File: config.mk
export PLATFORM = sky130hd
export DESIGN_NAME = sykom_bus_master
export DESIGN_NICKNAME = d
export VERILOG_FILES = /design/src/rtl/sykom_bus_pkg.sv /design/src/rtl/sykom_bus_phase_timer.sv /design/src/rtl/sykom_bus_master.sv
export SDC_FILE = /design/constraint.sdc
export NUM_CORES = 1
export LEC_CHECK = 0
export ABC_CLOCK_PERIOD_IN_PS = 2600
export BUFFER_PORTS_ARGS = -buffer_cell sky130_fd_sc_hd__buf_4
export CAP_MARGIN = 30
export CELL_PAD_IN_SITES_DETAIL_PLACEMENT = 0
export CELL_PAD_IN_SITES_GLOBAL_PLACEMENT = 2
export CORE_ASPECT_RATIO = 0.8
export CORE_MARGIN = 2
export CORE_UTILIZATION = 28
export CTS_BUF_LIST = sky130_fd_sc_hd__clkbuf_8
export DETAILED_ROUTE_END_ITERATION = 6
export PLACE_DENSITY_LB_ADDON = 0.1
export SYNTH_ARGS = -nofsm -noshare
export SYNTH_HDL_FRONTEND = slang
export SYNTH_HIERARCHICAL = 1
export SYNTH_SLANG_ARGS = --single-unit
export TNS_END_PERCENT = 100
File: constraint.sdc
create_clock -name clk -period 2.6 [get_ports clk]
set_input_delay 0.13 -clock clk [delete_from_list [all_inputs] [get_ports clk]]
set_output_delay 0.13 -clock clk [all_outputs]
set_load 0.005 [all_outputs]
File: src/rtl/sykom_bus_pkg.sv
// Shared constants for the SYKOM bus master:
// bus widths, FSM state codes, GPIO register map.
package sykom_bus_pkg;

  localparam int ADDR_W = 16;
  localparam int DATA_W = 32;

  typedef logic [2:0] state_t;

  localparam state_t ST_IDLE   = 3'd0;
  localparam state_t ST_SETUP  = 3'd1;
  localparam state_t ST_STROBE = 3'd2;
  localparam state_t ST_HOLD   = 3'd3;
  localparam state_t ST_RESP   = 3'd4;

  localparam logic [15:0] GPIO_A    = 16'h1094;
  localparam logic [15:0] GPIO_B    = 16'h1098;
  localparam logic [15:0] GPIO_CTRL = 16'h109C;

  localparam int CTRL_START = 8;
  localparam int CTRL_STOP  = 6;
  localparam int CTRL_BS    = 3;

endpackage

File: src/rtl/sykom_bus_phase_timer.sv
// Loadable 8-bit down-counter; done while the count sits at zero.
// Loading N-1 gives a phase of exactly N cycles.
module sykom_bus_phase_timer (
  input  logic       clk,
  input  logic       n_reset,
  input  logic       load_i,
  input  logic [7:0] load_val_i,
  output logic       done_o
);

  logic [7:0] count_q;
  logic [7:0] count_d;

  always_comb begin
    count_d = count_q;
    if (load_i)
      count_d = load_val_i;
    else if (count_q != 8'd0)
      count_d = count_q - 8'd1;
  end

  always_ff @(posedge clk) begin
    if (!n_reset)
      count_q <= 8'd0;
    else
      count_q <= count_d;
  end

  assign done_o = (count_q == 8'd0);

endmodule

File: src/rtl/sykom_bus_master.sv
// SYKOM bus master: one read/write at a time with
// setup, strobe and hold phases; read data on a response handshake.
module sykom_bus_master
  import sykom_bus_pkg::*;
#(
  parameter int SETUP_CYCLES  = 1,
  parameter int STROBE_CYCLES = 2,
  parameter int HOLD_CYCLES   = 1
) (
  input  logic              clk,
  input  logic              n_reset,
  input  logic              cmd_valid,
  output logic              cmd_ready,
  input  logic              cmd_write,
  input  logic [ADDR_W-1:0] cmd_addr,
  input  logic [DATA_W-1:0] cmd_wdata,
  output logic              rsp_valid,
  input  logic              rsp_ready,
  output logic [DATA_W-1:0] rsp_rdata,
  output logic [ADDR_W-1:0] saddress,
  output logic [DATA_W-1:0] sdata_out,
  input  logic [DATA_W-1:0] sdata_in,
  output logic              srd,
  output logic              swr,
  output logic              busy
);

  localparam logic [7:0] SETUP_LD  = 8'(SETUP_CYCLES - 1);
  localparam logic [7:0] STROBE_LD = 8'(STROBE_CYCLES - 1);
  localparam logic [7:0] HOLD_LD   = 8'(HOLD_CYCLES - 1);

  state_t            state_q, state_d;
  logic              op_q, op_d;
  logic [ADDR_W-1:0] addr_q, addr_d;
  logic [DATA_W-1:0] wdata_q, wdata_d;
  logic [DATA_W-1:0] rdata_q, rdata_d;
  logic              srd_q, srd_d;
  logic              swr_q, swr_d;
  logic              rv_q, rv_d;
  logic              tmr_load;
  logic [7:0]        tmr_val;
  logic              tmr_done;

  sykom_bus_phase_timer u_timer (
    .clk        (clk),
    .n_reset    (n_reset),
    .load_i     (tmr_load),
    .load_val_i (tmr_val),
    .done_o     (tmr_done)
  );

  // Strobe next-values follow the phase transition so the
  // registered strobes line up exactly with STROBE.
  always_comb begin
    state_d  = state_q;
    op_d     = op_q;
    addr_d   = addr_q;
    wdata_d  = wdata_q;
    rdata_d  = rdata_q;
    srd_d    = srd_q;
    swr_d    = swr_q;
    rv_d     = rv_q;
    tmr_load = 1'b0;
    tmr_val  = SETUP_LD;
    unique case (state_q)
      ST_IDLE: begin
        if (cmd_valid) begin
          state_d  = ST_SETUP;
          op_d     = cmd_write;
          addr_d   = cmd_addr;
          if (cmd_write)
            wdata_d = cmd_wdata;
          tmr_load = 1'b1;
          tmr_val  = SETUP_LD;
        end
      end
      ST_SETUP: begin
        if (tmr_done) begin
          state_d  = ST_STROBE;
          srd_d    = !op_q;
          swr_d    = op_q;
          tmr_load = 1'b1;
          tmr_val  = STROBE_LD;
        end
      end
      ST_STROBE: begin
        if (tmr_done) begin
          state_d  = ST_HOLD;
          srd_d    = 1'b0;
          swr_d    = 1'b0;
          if (!op_q)
            rdata_d = sdata_in;
          tmr_load = 1'b1;
          tmr_val  = HOLD_LD;
        end
      end
      ST_HOLD: begin
        if (tmr_done) begin
          if (op_q) begin
            state_d = ST_IDLE;
          end else begin
            state_d = ST_RESP;
            rv_d    = 1'b1;
          end
        end
      end
      ST_RESP: begin
        if (rsp_ready) begin
          state_d = ST_IDLE;
          rv_d    = 1'b0;
        end
      end
      default: begin
        state_d = ST_IDLE;
        srd_d   = 1'b0;
        swr_d   = 1'b0;
        rv_d    = 1'b0;
      end
    endcase
  end

  always_ff @(posedge clk) begin
    if (!n_reset) begin
      state_q <= ST_IDLE;
      op_q    <= 1'b0;
      addr_q  <= '0;
      wdata_q <= '0;
      rdata_q <= '0;
      srd_q   <= 1'b0;
      swr_q   <= 1'b0;
      rv_q    <= 1'b0;
    end else begin
      state_q <= state_d;
      op_q    <= op_d;
      addr_q  <= addr_d;
      wdata_q <= wdata_d;
      rdata_q <= rdata_d;
      srd_q   <= srd_d;
      swr_q   <= swr_d;
      rv_q    <= rv_d;
    end
  end

  assign cmd_ready = n_reset && (state_q == ST_IDLE);
  assign busy      = (state_q != ST_IDLE);
  assign rsp_valid = rv_q;
  assign rsp_rdata = rdata_q;
  assign saddress  = addr_q;
  assign sdata_out = wdata_q;
  assign srd       = srd_q;
  assign swr       = swr_q;

endmodule

=== After elaboration in Yosys (flattened, before gate mapping) ===
Cells that the tools add are included.

* Output and inout port bits: 85
* Input bits: 85
* Logic and storage cells: 62
* Register bits after elaboration: 95

* Equal/unequal tests: 10
* Add/subtract/negate cells: 1
* Mux-type cells: 23
* Bitwise logic cells: 3
* Reductions and logical operators: 16

{| class="wikitable"
|+ Operators with widths
! kind !! number
|-
| 2-to-1 mux 3 bit || 6
|-
| 2-to-1 mux 8 bit || 2
|-
| case mux 3 bit (5 select lines) || 1
|-
| != test 2 bit, second input constant || 6
|-
| 2-to-1 mux 1 bit || 10
|-
| case mux 1 bit (3 select lines) || 3
|-
| AND reduction 3 bit || 3
|-
| logical NOT 8 bit || 1
|-
| nonzero test 8 bit || 1
|-
| subtractor 8 x 1 -> 8 bit, second input constant || 1
|-
| equality test 3 x 2 -> 1 bit, second input constant || 2
|-
| OR reduction 3 bit || 2
|-
| AND reduction 5 bit || 1
|-
| AND reduction 4 bit || 1
|-
| equality test 3 x 1 -> 1 bit, second input constant || 1
|-
| equality test 3 bit, second input constant || 1
|-
| logical NOT 3 bit || 1
|-
| NOT 1 bit || 3
|-
| nonzero test 3 bit || 1
|-
| case mux 1 bit (2 select lines) || 1
|-
| AND reduction 2 bit || 1
|-
| nonzero test 2 bit || 1
|-
| OR reduction 2 bit || 1
|-
| logical AND 1 bit || 1
|-
| logical NOT 1 bit || 1
|}

=== Longest topological paths before layout ===
* Word-level depth: 4
* Mapped depth: 9
* Depth with buffers taken out: 8

=== Modules after synthesis ===
The synthesis kept the hierarchy.

{| class="wikitable"
|+ By module, submodules not included
! module !! cells an instance !! area each (um^2) !! instances !! seq. area each (um^2)
|-
| sykom_bus_master || 392 || 3510.9 || 1 || 1741.7
|-
| sykom_bus_phase_timer || 51 || 457.9 || 1 || 160.2
|}

=== Worst setup path after synthesis ===
Ideal clock, no wire load.

* Kind: reg2reg
* From: register u_timer.count_q[3]
* To: register u_timer.count_q[1]
* Arrival: 2224 ps
* Path buffers: 1
* Required time: 2465 ps
* Library setup time: 135 ps
* Path slack: 241 ps
* Cell stages (with the launch flop): 9
* Period minus slack after synthesis: 2359 ps
* Path through: dfxtp_1 > nor4_4 > and4bb_1 > buf_6 > a211oi_1 > a211oi_1 > inv_1 > o21ai_0 > a311oi_2

* Cells in the longest elaborated chain, start to end: 4
* Elaborated cells on any way between the ends: 6

{| class="wikitable"
|+ Ends and longest elaborated chain
! item !! RTL line !! text
|-
| start: declaration || sykom_bus_phase_timer.sv:11 || <nowiki>logic [7:0] count_q;</nowiki>
|-
| start signal: assignment || sykom_bus_phase_timer.sv:26 || <nowiki>count_q <= count_d;</nowiki>
|-
| logical NOT 8 bit * || sykom_bus_phase_timer.sv:29 || <nowiki>assign done_o = (count_q == 8'd0);</nowiki>
|-
| named net tmr_done || sykom_bus_master.sv:42 || <nowiki>logic tmr_done;</nowiki>
|-
| 2-to-1 mux 1 bit * || sykom_bus_master.sv:78, sykom_bus_master.sv:87 ||
|-
| case mux 1 bit (2 select lines) * || sykom_bus_master.sv:65 || <nowiki>unique case (state_q)</nowiki>
|-
| named net tmr_load || sykom_bus_master.sv:40 || <nowiki>logic tmr_load;</nowiki>
|-
| 2-to-1 mux 8 bit / nonzero test 2 bit (equally long branches) || -- ||
|}

The timed path passes the listed nets; every way through them passes the cells marked *.
A chain may end at the register's enable or synchronous reset.

=== Final worst setup path ===
Same ends and word-level chain as after synthesis.

==> results.md <==
- Setup bufs post-CTS: 0
- Cell taking the most area after synthesis: dfxtp_1
- DP HPWL: 7290 um
- Yosys warns: 6
- Most used DFF post-synth: dfxtp_1
- Die Width: 137 um
- Sequential fraction of the synthesis area: 47.9%
- Max stage delay on crit path: 430 ps
- Max-slew violation count: 0
- Site row count: 38
- Sw frac: 30.4%
- Gpl congestion: 0.750
- Element type at the critical path start: register
- Final core occ: 45.4%
- GRT overflow: 0
- CP top delay family: simple AND/OR/NAND/NOR gates
- Shortest period the worst path allows: 2240 ps
- Number of distinct library cells after synthesis: 38
- CTS resizes: 0
- CTS tree: done
- CP arrival: 2470 ps
- Synth Area in XOR/XNOR: 1.10%
- Commonest cells after routing, fill and taps aside: buf_4, nand2_1, dfxtp_1, mux2i_1, dlygate4sd3_1
- Hold crit path type: in2reg
- Slew of the pin with the lowest slew margin: 714 ps
- Adder and majority gate portion of the synthesized area: 0.315%
- Clock transition at the registers of the reported paths: 90 ps
- # diodes: 0
- Async S/R FF share, synth: 0%
- CP Buf/Inv Count: 1
- Largest family of logic cells by synthesized area: simple AND/OR/NAND/NOR gates
- First-pass detailed-route iteration total: 4
- Port Buffers: 169
- Seq pwr share: 46.5%
- DRT iter0 DRCs: 151
- RSZ-0062 raised after global routing: no
- P_int: 0.00258 W
- Fmax: 447 MHz
- Io pins: 170
- Final WS setup: 363 ps
- NetSw: 0.00112 W
- Commonest non-fill, non-tap cell in the layout: buf_4
- Die ar.: 0.0151 sq mm
- Number of max-cap violations: 0
- Clk Latency, worst-skew pair: 370 ps
- # hold bufs at CTS: 66
- Area Overhead vs Synth: 56.8%
- Number of remaining DRC errors: 0
- Final worst path period share: 86.0%
- Vias per cell: 4.32
- Nets: 756
- FF/Latch Area: 0.00190 sq mm
- Critical path type: reg2reg
- GRT Total Usage: 14.6%
- Via count: 3695
- Most used cell, CP: a211oi_1
- Routed WL: 10900 um
- Core Area: 0.0137 sq mm
- Syn_area_per_cell: 8.96 sq um
- Final Hold Viols: 0
- H-tree depth: 3
- Finish-stage setup viols: 0
- CTS root buf: clkbuf_8
- TritonCTS buffer count: 9
- Status: completed
- Detail Route Antenna Nets: 0
- Skew final: 9.57 ps
- Setup tns final: 0 ps
- PD cells: 595 mW/mm^2
- Worst vdd ir: 0.246 mV
- Complex-gate fraction of the synthesized area: 5.55%
- Starting density of the core: 29.0%
- Mapped Cells: 443
- Clock Sinks: 95
- CP max FO: 9
- Synth top area cells: dfxtp_1, mux2i_1, nand2_1
- Flops & latches, synth: 95
- Avg WL per Cell: 12.8 um
- Post-synth EDFFs: 0
- Synth top area share: 47.9%
- Clk pwr share: 26.5%
- Power share of the combinational group: 27.0%
- Mux cell area share after synthesis: 16.9%
- CP cell instances: nor4_4, and4bb_1, a211oi_1, a211oi_1, inv_1, o21ai_0, a311oi_2
- Leak: 2.84 nW
- Die Y: 110 um
- Worst slew margin: 52.4%
- Critical path capture point type: register
- Synth Cell Area: 0.00397 sq mm
- Initial antenna violation count: 0
- Pre-CTS WS: 343 ps
- Slowest cell on crit path: and4bb_1
- Worst path required time: 2840 ps
- Worst-case clock buffer depth: 2
- Share of layout cells above drive strength 1: 29.8%
- Filler cells: 1352
- Simple-gate area share of the yosys netlist: 22.8%
- Largest net degree at the start of global routing: 95
- Vias in the first global route: 3695
- Multi-input logic area: 0.00188 sq mm
- First-pass GRT wire length: 17800 um
path summary, 6_finish.rpt:
check | start | endpoint | slack [ps] | cells past startpoint
worst max-delay path | u_timer/count_q[3]$_SDFFE_PN0P_ | u_timer/count_q[1]$_SDFFE_PN0P_ | 360 | 7
worst min-delay path | cmd_wdata[2] | sdata_out[2]$_SDFFE_PN0P_ | 20 | 3
worst max register to register | u_timer/count_q[3]$_SDFFE_PN0P_ | u_timer/count_q[1]$_SDFFE_PN0P_ | 360 | 7
worst min register to register | rsp_rdata[4]$_SDFFE_PN0P_ | rsp_rdata[4]$_SDFFE_PN0P_ | 460 | 2
state kept, by name (all words and copies together) (netlist names):
name	cells
u_timer/count_q	8
srd	1
op_q	1
swr	1
rsp_valid	1
saddress	16
rsp_rdata	32
sdata_out	32
state_q	3
layout make-up:
| class | count | share of cell area (%) |
|---|---|---|
| clock buffer | 9 | 1.99 |
| sequential | 95 | 30.6 |
| timing repair buffer | 242 | 32.2 |
| inverter | 6 | 0.362 |
| tap | 180 | 3.62 |
| multi-input combinational | 316 | 30.2 |
| clock inverter | 7 | 1.05 |
power groups by stage:
| stage | combinational, W | clock [W] | sequential, W |
|---|---|---|---|
| global placement | 0.000919 | 0 | 0.00175 |
| detailed placement | 0.000927 | 0 | 0.00175 |
| floorplan | 0.000603 | 0 | 0.00173 |
| global route | 0.00111 | 0.00109 | 0.00174 |
| CTS | 0.00101 | 0.00104 | 0.00172 |
| finish | 0.000999 | 0.000983 | 0.00172 |
tightest hold or removal path, stage by stage:
cell and delay, ps:
buf_4 110, nand2_1 40, mux2i_1 50
through the flow:
step                      std cells  hold slack (ps)  total power (W)  cell area (sq um)
after floorplan                 449              260          0.00233               3990
after global placement          773              345          0.00267               5370
after detailed placement        773              352          0.00268               5370
after CTS                       855             1.23          0.00377               6220
after global routing            855             7.55          0.00395               6220
final                           855             23.7          0.00370               6220
per-layer routing:
layer	vias up	GRT usage, %	wire, um
met2	105	24.4	5100
li1	1926	-	-
met4	0	4.12	108
met3	9	5.65	840
met5	-	0	0
met1	1655	17.2	4890
cell families after synthesis:
kind of cell	count (synthesis)
compound gates	36
xor+xnor	5
fa+ha+maj	1
buf+inv	38
flops	95
mux	67
other cells	1
simple gates	200
Yosys cell counts, types with 3 or more instances:
library cell,count
dfxtp_1,95
o31ai_1,4
buf_6,9
o21ai_0,20
nor2_1,6
mux2i_1,66
nand3_1,22
nor3_1,4
nand2_1,153
xnor2_1,3
clkbuf_1,22
inv_1,6
o22ai_1,3
(Power assumes the default switching activity.)
